[config.mk]
export PLATFORM = sky130hd
export DESIGN_NAME = output_decoding
export DESIGN_NICKNAME = d
export VERILOG_FILES = /design/src/rtl/output_decoding.sv
export SDC_FILE = /design/constraint.sdc
export NUM_CORES = 1
export LEC_CHECK = 0
export ABC_AREA = 1
export CAP_MARGIN = 25
export CORE_MARGIN = 3
export CORE_UTILIZATION = 43
export CTS_CLUSTER_DIAMETER = 50
export CTS_CLUSTER_SIZE = 30
export DETAILED_ROUTE_END_ITERATION = 12
export PLACE_DENSITY = 0.68
export SLEW_MARGIN = 5
export SYNTH_ARGS = -nofsm -noshare
export SYNTH_HDL_FRONTEND = slang
export SYNTH_SLANG_ARGS = --single-unit
[constraint.sdc]
create_clock -name clk -period 3 [get_ports clk]
set_input_delay 0.9 -clock clk [delete_from_list [all_inputs] [get_ports clk]]
set_output_delay 0.9 -clock clk [all_outputs]
set_load 0.01 [all_outputs]
[src/rtl/output_decoding.sv]
// Nibble-serial output decoder: accumulates unsigned LUT partial products with
// 4-bit positional weights, restores the sign, and hands the product downstream.
module output_decoding #(
  parameter  int N_NIBBLES = 4,
  localparam int RES_W     = 4*N_NIBBLES+6
) (
  input  logic             clk,
  input  logic             rst,
  input  logic             in_valid,
  output logic             in_ready,
  input  logic [7:0]       in_pp,
  input  logic             in_neg,
  output logic             out_valid,
  input  logic             out_ready,
  output logic [RES_W-1:0] out_result
);

  localparam int ACC_W = RES_W-1;
  localparam int CNT_W = (N_NIBBLES > 1) ? $clog2(N_NIBBLES) : 1;
  localparam logic [CNT_W-1:0] LAST = CNT_W'(N_NIBBLES-1);

  typedef enum logic [1:0] {ACC, FIX, OUT} state_t;

  state_t             state_q, state_d;
  logic [CNT_W-1:0]   cnt_q, cnt_d;
  logic [ACC_W-1:0]   acc_q, acc_d;
  logic               neg_q, neg_d;
  logic [RES_W-1:0]   out_result_q, out_result_d;
  logic               out_valid_q, out_valid_d;

  assign in_ready   = (state_q == ACC);
  assign out_valid  = out_valid_q;
  assign out_result = out_result_q;

  always_comb begin
    state_d      = state_q;
    cnt_d        = cnt_q;
    acc_d        = acc_q;
    neg_d        = neg_q;
    out_result_d = out_result_q;
    out_valid_d  = out_valid_q;
    case (state_q)
      ACC: if (in_valid) begin
        // beat 0 loads instead of adding, so no clear cycle between operations
        if (cnt_q == '0) begin
          acc_d = ACC_W'(in_pp);
          neg_d = in_neg;
        end else begin
          acc_d = acc_q + (ACC_W'(in_pp) << {cnt_q, 2'b00});
        end
        if (cnt_q == LAST) begin
          cnt_d   = '0;
          state_d = FIX;
        end else begin
          cnt_d = cnt_q + CNT_W'(1);
        end
      end
      FIX: begin
        // two's-complement of zero wraps back to zero in RES_W bits
        out_result_d = neg_q ? (~{1'b0, acc_q} + RES_W'(1)) : {1'b0, acc_q};
        out_valid_d  = 1'b1;
        state_d      = OUT;
      end
      OUT: if (out_ready) begin
        out_valid_d = 1'b0;
        state_d     = ACC;
      end
      default: state_d = ACC;
    endcase
  end

  always_ff @(posedge clk or posedge rst) begin
    if (rst) begin
      state_q      <= ACC;
      cnt_q        <= '0;
      acc_q        <= '0;
      neg_q        <= 1'b0;
      out_result_q <= '0;
      out_valid_q  <= 1'b0;
    end else begin
      state_q      <= state_d;
      cnt_q        <= cnt_d;
      acc_q        <= acc_d;
      neg_q        <= neg_d;
      out_result_q <= out_result_d;
      out_valid_q  <= out_valid_d;
    end
  end

endmodule

==> flow_metrics.py, run 1 <==
metrics = {
    "synth": {
        "syn_area_per_cell_um2": 6.44,
        "ys_types": 32,
        "synth_seq_cells": 49,
        "synth_top_area_frac": 0.312,
        "syn_area_um2": 3930,
        "yosysWarningCount": 0,
        "postSynthCellCount": 610,
        "synthTopCellsByArea": "dfrtp_1 31%, nand2_1 19%, ha_1 7.3%",
        "synth_nets": 647,
        "synth_area_leader_cell": "dfrtp_1",
        "seq_area_frac_synth": 0.312,
    },
    "job": {
        "cap_violations": 0,
    },
    "critical_path": {
        "r2r_setup_slack_ns": 0.26,
        "r2r_cells": 12,
        "crit_path_start_kind": "primary input",
        "cp_cell_sequence": "clkdlybuf4s50_1 > inv_1 > nand2_1 > o21ai_1 > nor2_1 > ha_1 > nand2_1 > nor2_1 > nand3_1 > nor2_1 > nor2_1 > nand3_1 > nand2_1 > nand3_1 > nand2_1",
        "r2r-start": "cnt_q[1]",
        "critPathKind": "in2reg",
        "path_max_fanout": 5,
        "timing.rr.end": "acc_q[20]",
        "path_delay_family": "simple AND/OR/NAND/NOR gates",
        "required_ns": 3.20,
        "cp_num_buf_inv": 2,
        "slowest_stage": "clkdlybuf4s50_1",
        "crit_arrival_ns": 3.04,
        "end_kind": "flop",
        "cp_slowest_stage_delay_ns": 0.43,
    },
    "pwr": {
        "power_uw": 5060,
        "power.leakage_uw": 0.00250,
        "powerDensity_nw_per_um2": 1070,
        "vdd_ir_drop_max_mv": 0.513,
    },
    "finish": {
        "finalNonFillerCells": 785,
        "drive_above_1_share": 0.0945,
        "insertedDiodeCount": 0,
        "nNetsFinal": 713,
        "area_delta_synth_final_pct": 20.5,
    },
    "floorplanning": {
        "rows": 34,
        "die-area_um2": 10300,
        "fp.coreArea_um2": 8810,
        "dieWidth_um": 102,
        "ios": 37,
        "die_y_um": 102,
        "start_util": 0.446,
    },
    "cts": {
        "cts.clk_slew.worst_paths_ns": 0.10,
        "post_cts_buffers": 0,
        "clockBufferDepth": 2,
        "cts_made_buffers": 5,
        "worstSkewPairLatency_ns": 0.32,
        "htreeDepth": 2,
        "cts_root_buffer": "clkbuf_8",
        "cts_sinks": 49,
        "cts_hold_buf": 0,
        "cts.repair.resized": 0,
        "cts_tree": "built",
    },
    "drt": {
        "detail-route-antenna-nets": 0,
        "drt_iter0_drc": 305,
        "firstDrtPassIters": 5,
        "vias_per_cell": 5.30,
        "drc": 0,
        "wl_per_cell_um": 14.3,
        "routed-via-count": 4162,
        "drt_wl_total_mm": 11.2,
    },
    "worst_hold_path": {
        "holdPathStages": 2,
        "hold_path_startpoint": "out_result[20]",
        "min_to": "out_result[20]",
        "min_path_type": "reg2reg",
    },
    "timing": {
        "max-slew-margin-rel": 0.459,
        "finalSetupViolCount": 0,
        "hold_slack_ns": 0.486,
        "post-route-period-util": 0.946,
        "timing.fmax_mhz": 352,
        "hold_violations": 0,
        "min_period_ns": 2.84,
        "worst_slack_ns": 0.162,
        "rsz0062_at_grt": "false",
        "skew_ns": 0.0156,
        "drv_slew": 0,
        "tightest_slew_ns": 0.810,
    },
    "place": {
        "place.detailed.hpwl_mm": 9.00,
        "portBuffers": 36,
        "dp.cells": 777,
        "dp_slack_ns": -0.173,
        "gp_congestion": 1.02,
    },
    "global_route": {
        "grt_overflow_total": 0,
        "antenna_found_initial": 0,
        "track_usage": 0.226,
        "grt_max_degree": 33,
        "grt_pass1_vias": 3846,
        "grt_pass1_wl_mm": 18.4,
    },
    "status": {
        "status": "completed",
    },
}
per-stage QoR:
| stage | utilization | instance area [µm²] | TNS, ns |
|---|---|---|---|
| after floorplan | - | 3930 | 0 |
| after global placement | 0.527 | 4640 | -1.29 |
| after detailed placement | 0.527 | 4640 | -1.07 |
| after CTS | 0.538 | 4730 | 0 |
| after global routing | 0.538 | 4730 | 0 |
| final | 0.538 | 4730 | 0 |
registers in the layout, indices dropped and copies added, names as in the netlist:
name / count
out_valid: 1
cnt_q: 2
state_q: 2
acc_q: 21
neg_q: 1
out_result: 22
cells in the mapped netlist (all sizes together):
library cell	number
clkbuf	8
a21oi	16
nor2	83
o211ai	1
nand3	53
buf	7
a21o	1
dfrtp	49
nand4	12
and2	1
a31oi	3
xnor2	3
o22ai	3
clkinv	1
o221ai	6
o31ai	1
ha	23
fa	1
nand3b	1
o21ai	38
o21bai	2
nand2	204
nor3	5
inv	77
xor2	11
metal layers:
| layer | up-vias | track usage | wire length (µm) |
|---|---|---|---|
| met5 | - | 0 | 0 |
| met4 | 0 | 0.0798 | 283 |
| met3 | 21 | 0.0227 | 491 |
| met2 | 125 | 0.362 | 5070 |
| met1 | 1936 | 0.319 | 5380 |
| li1 | 2080 | - | - |
cells by family (layout without fill, tap and decap cells):
logic type	Yosys count	count (layout)	share of synthesized area
xor gates and xnor gates	14	14	0.0312
AOI/OAI and AO/OA	71	71	0.101
buffers and inverters	93	160	0.0946
DFF	49	49	0.312
and+or+nand+nor	359	359	0.383
adders and majority gates	24	24	0.0783
cell type report:
cell class / count / area [µm²]
clock buffers: 5 / 68.8
well taps: 108 / 135
clock inverters: 3 / 21.3
fillers: 878 / 4070
repair buffers: 74 / 658
flip-flops and latches: 49 / 1230
inverters: 78 / 293
multi-input cells: 468 / 2330
worst max-delay path by stage:
stage / from / depth (start not counted) / endpoint / slack, ns
CTS: in_pp[6] / 13 / acc_q[19] / 0.15
floorplan: in_pp[0] / 13 / acc_q[16] / 0.60
finish: in_pp[2] / 15 / acc_q[18] / 0.16
detailed placement: in_pp[6] / 13 / acc_q[19] / -0.17
global placement: in_pp[6] / 13 / acc_q[19] / -0.22
global route: in_pp[0] / 15 / acc_q[19] / 0.007
power by group:
group	switching (µW)	total [µW]	internal, µW
logic	1970	3390	1420
registers	304	1250	949
clock network	251	418	166
worst min-delay path: stages, from the launching register on:
cell and delay, ns:
dfrtp_1 0.35, nand2_1 0.05, nand2_1 0.05
layout by cell type, fill, tap and decap left out, types with 3 or more instances in the layout:
| cell | instances |
|---|---|
| o221ai_1 | 6 |
| o21ai_0 | 26 |
| nand4_1 | 12 |
| nor3_1 | 5 |
| ha_1 | 23 |
| xnor2_1 | 3 |
| a31oi_1 | 3 |
| nand2_1 | 199 |
| clkbuf_8 | 5 |
| inv_1 | 75 |
| nor2_2 | 8 |
| nand2_2 | 5 |
| xor2_1 | 11 |
| nor2_1 | 75 |
| o22ai_1 | 3 |
| dfrtp_1 | 49 |
| a21oi_1 | 16 |
| nand3_1 | 50 |
| clkdlybuf4s50_1 | 36 |
| o21ai_1 | 12 |
| nand3_2 | 3 |
| buf_4 | 37 |
(Power assumes the default switching activity.)
==> run 2, diff against run 1 <==
MAX_ROUTING_LAYER = met4   (was default)
SKIP_CTS_REPAIR_TIMING = 1   (was default)
==> flow_metrics.py, run 2 (synthesis gave the netlist of run 1 again) <==
metrics = {
    "drt": {
        "drt_iter0_drc": 248,
        "vias_per_cell": 5.18,
        "detail-route-antenna-nets": 0,
        "drc": 0,
        "routed-via-count": 4121,
        "firstDrtPassIters": 6,
        "drt_wl_total_mm": 11.8,
        "wl_per_cell_um": 14.9,
    },
    "critical_path": {
        "critPathKind": "in2reg",
        "end_kind": "flop",
        "path_max_fanout": 4,
        "timing.rr.end": "acc_q[20]",
        "crit_arrival_ns": 3.01,
        "r2r-start": "cnt_q[1]",
        "crit_start": "in_pp[0]",
        "r2r_setup_slack_ns": 0.51,
        "crit_path_start_kind": "primary input",
        "required_ns": 3.18,
        "endpoint": "acc_q[8]",
        "r2r_cells": 13,
    },
    "global_route": {
        "grt_overflow_total": 0,
        "track_usage": 0.245,
        "grt_max_degree": 33,
        "grt_pass1_wl_mm": 19.4,
        "grt_pass1_vias": 3917,
        "antenna_found_initial": 0,
    },
    "finish": {
        "final_common_cell": "nand2_1",
        "finalNonFillerCells": 796,
        "drive_above_1_share": 0.129,
        "area_delta_synth_final_pct": 24.4,
        "nNetsFinal": 724,
        "most-common-layout-cells": "198 x nand2_1, 75 x inv_1, 72 x nor2_1",
        "largest_reg_flops": 22,
        "insertedDiodeCount": 0,
        "nFillCells": 890,
    },
    "timing": {
        "rsz0062_at_grt": "false",
        "max-slew-margin-rel": 0.458,
        "timing.fmax_mhz": 353,
        "skew_ns": 0.00725,
        "drv_slew": 0,
        "min_period_ns": 2.83,
        "hold_violations": 0,
        "tightest_slew_ns": 0.812,
        "fin_tns_setup_ns": 0,
        "post-route-period-util": 0.943,
        "finalSetupViolCount": 0,
    },
    "cts": {
        "cts_made_buffers": 5,
        "worstSkewPairLatency_ns": 0.31,
        "clockBufferDepth": 2,
        "cts_sinks": 49,
        "cts_root_buffer": "clkbuf_8",
        "htreeDepth": 2,
        "cts.clk_slew.worst_paths_ns": 0.09,
        "cts_tree": "built",
    },
    "floorplanning": {
        "start_util": 0.446,
        "die_y_um": 102,
        "die-area_um2": 10300,
        "ios": 37,
        "rows": 34,
        "dieWidth_um": 102,
        "fp.coreArea_um2": 8810,
    },
    "pwr": {
        "power.leakage_uw": 0.00257,
        "powerDensity_nw_per_um2": 1090,
        "vdd_ir_drop_max_mv": 0.528,
    },
    "worst_hold_path": {
        "min_path_type": "reg2reg",
    },
    "place": {
        "portBuffers": 36,
        "dp.cells": 785,
        "place.detailed.hpwl_mm": 9.49,
        "gp_congestion": 0.976,
    },
    "job": {
        "cap_violations": 0,
    },
    "status": {
        "status": "completed",
    },
}
==> run 2: area by class of cell <==
type	instances	area [µm²]	area share
Timing Repair Buffer	85	731	0.149
Multi-Input combinational cell	468	2380	0.487
Tap cell	108	135	0.0276
Sequential cell	49	1230	0.251
Inverter	78	293	0.0599
Clock buffer	6	82.6	0.0169
Clock inverter	2	37.5	0.00768
==> run 2: power breakdown <==
part	leakage [µW]	total (µW)	internal [µW]	switching [µW]
combinational	0.00190	3560	1520	2030
sequential	0.000616	1270	951	317
clock	0.0000574	506	271	235
total	0.00257	5330	2750	2590
==> run 2: metrics by stage <==
stage	setup WS [ns]	cell area (µm²)	utilization	hold slack (ns)	power (µW)
floorplan	0.603	3930	-	0.487	3350
global placement	-0.334	4690	0.533	0.462	4630
detailed placement	-0.265	4690	0.533	0.465	4680
CTS	0.0508	4810	0.546	0.491	5200
global route	0.00237	4890	0.555	0.515	5830
finish	0.171	4890	0.555	0.486	5330
==> run 2: critical path, cell delays in order <==
cell,delay [ns]
clkdlybuf4s50_1,0.43
inv_1,0.10
nor3_1,0.06
ha_1,0.25
fa_1,0.41
nand3_1,0.08
nand3_1,0.15
nand2_1,0.10
nand2_1,0.10
o21ai_0,0.28
o21ai_0,0.15
==> run 2: worst min-delay path by stage <==
stage / from / endpoint / slack (ns) / depth (start not counted)
floorplan: acc_q[2] / acc_q[2] / 0.49 / 2
global placement: out_result[16] / out_result[16] / 0.46 / 2
detailed placement: out_result[16] / out_result[16] / 0.47 / 2
CTS: out_result[16] / out_result[16] / 0.49 / 2
global route: out_result[15] / out_result[15] / 0.51 / 2
finish: out_result[15] / out_result[15] / 0.49 / 2
==> run 2: metal layers <==
metal,GRT usage,share of wire,vias to the layer above
met3,0.0262,0.047,14
li1,-,-,2112
met2,0.391,0.47,83
met4,0.0603,0.015,0
met1,0.335,0.47,1912
met5,-,0,-
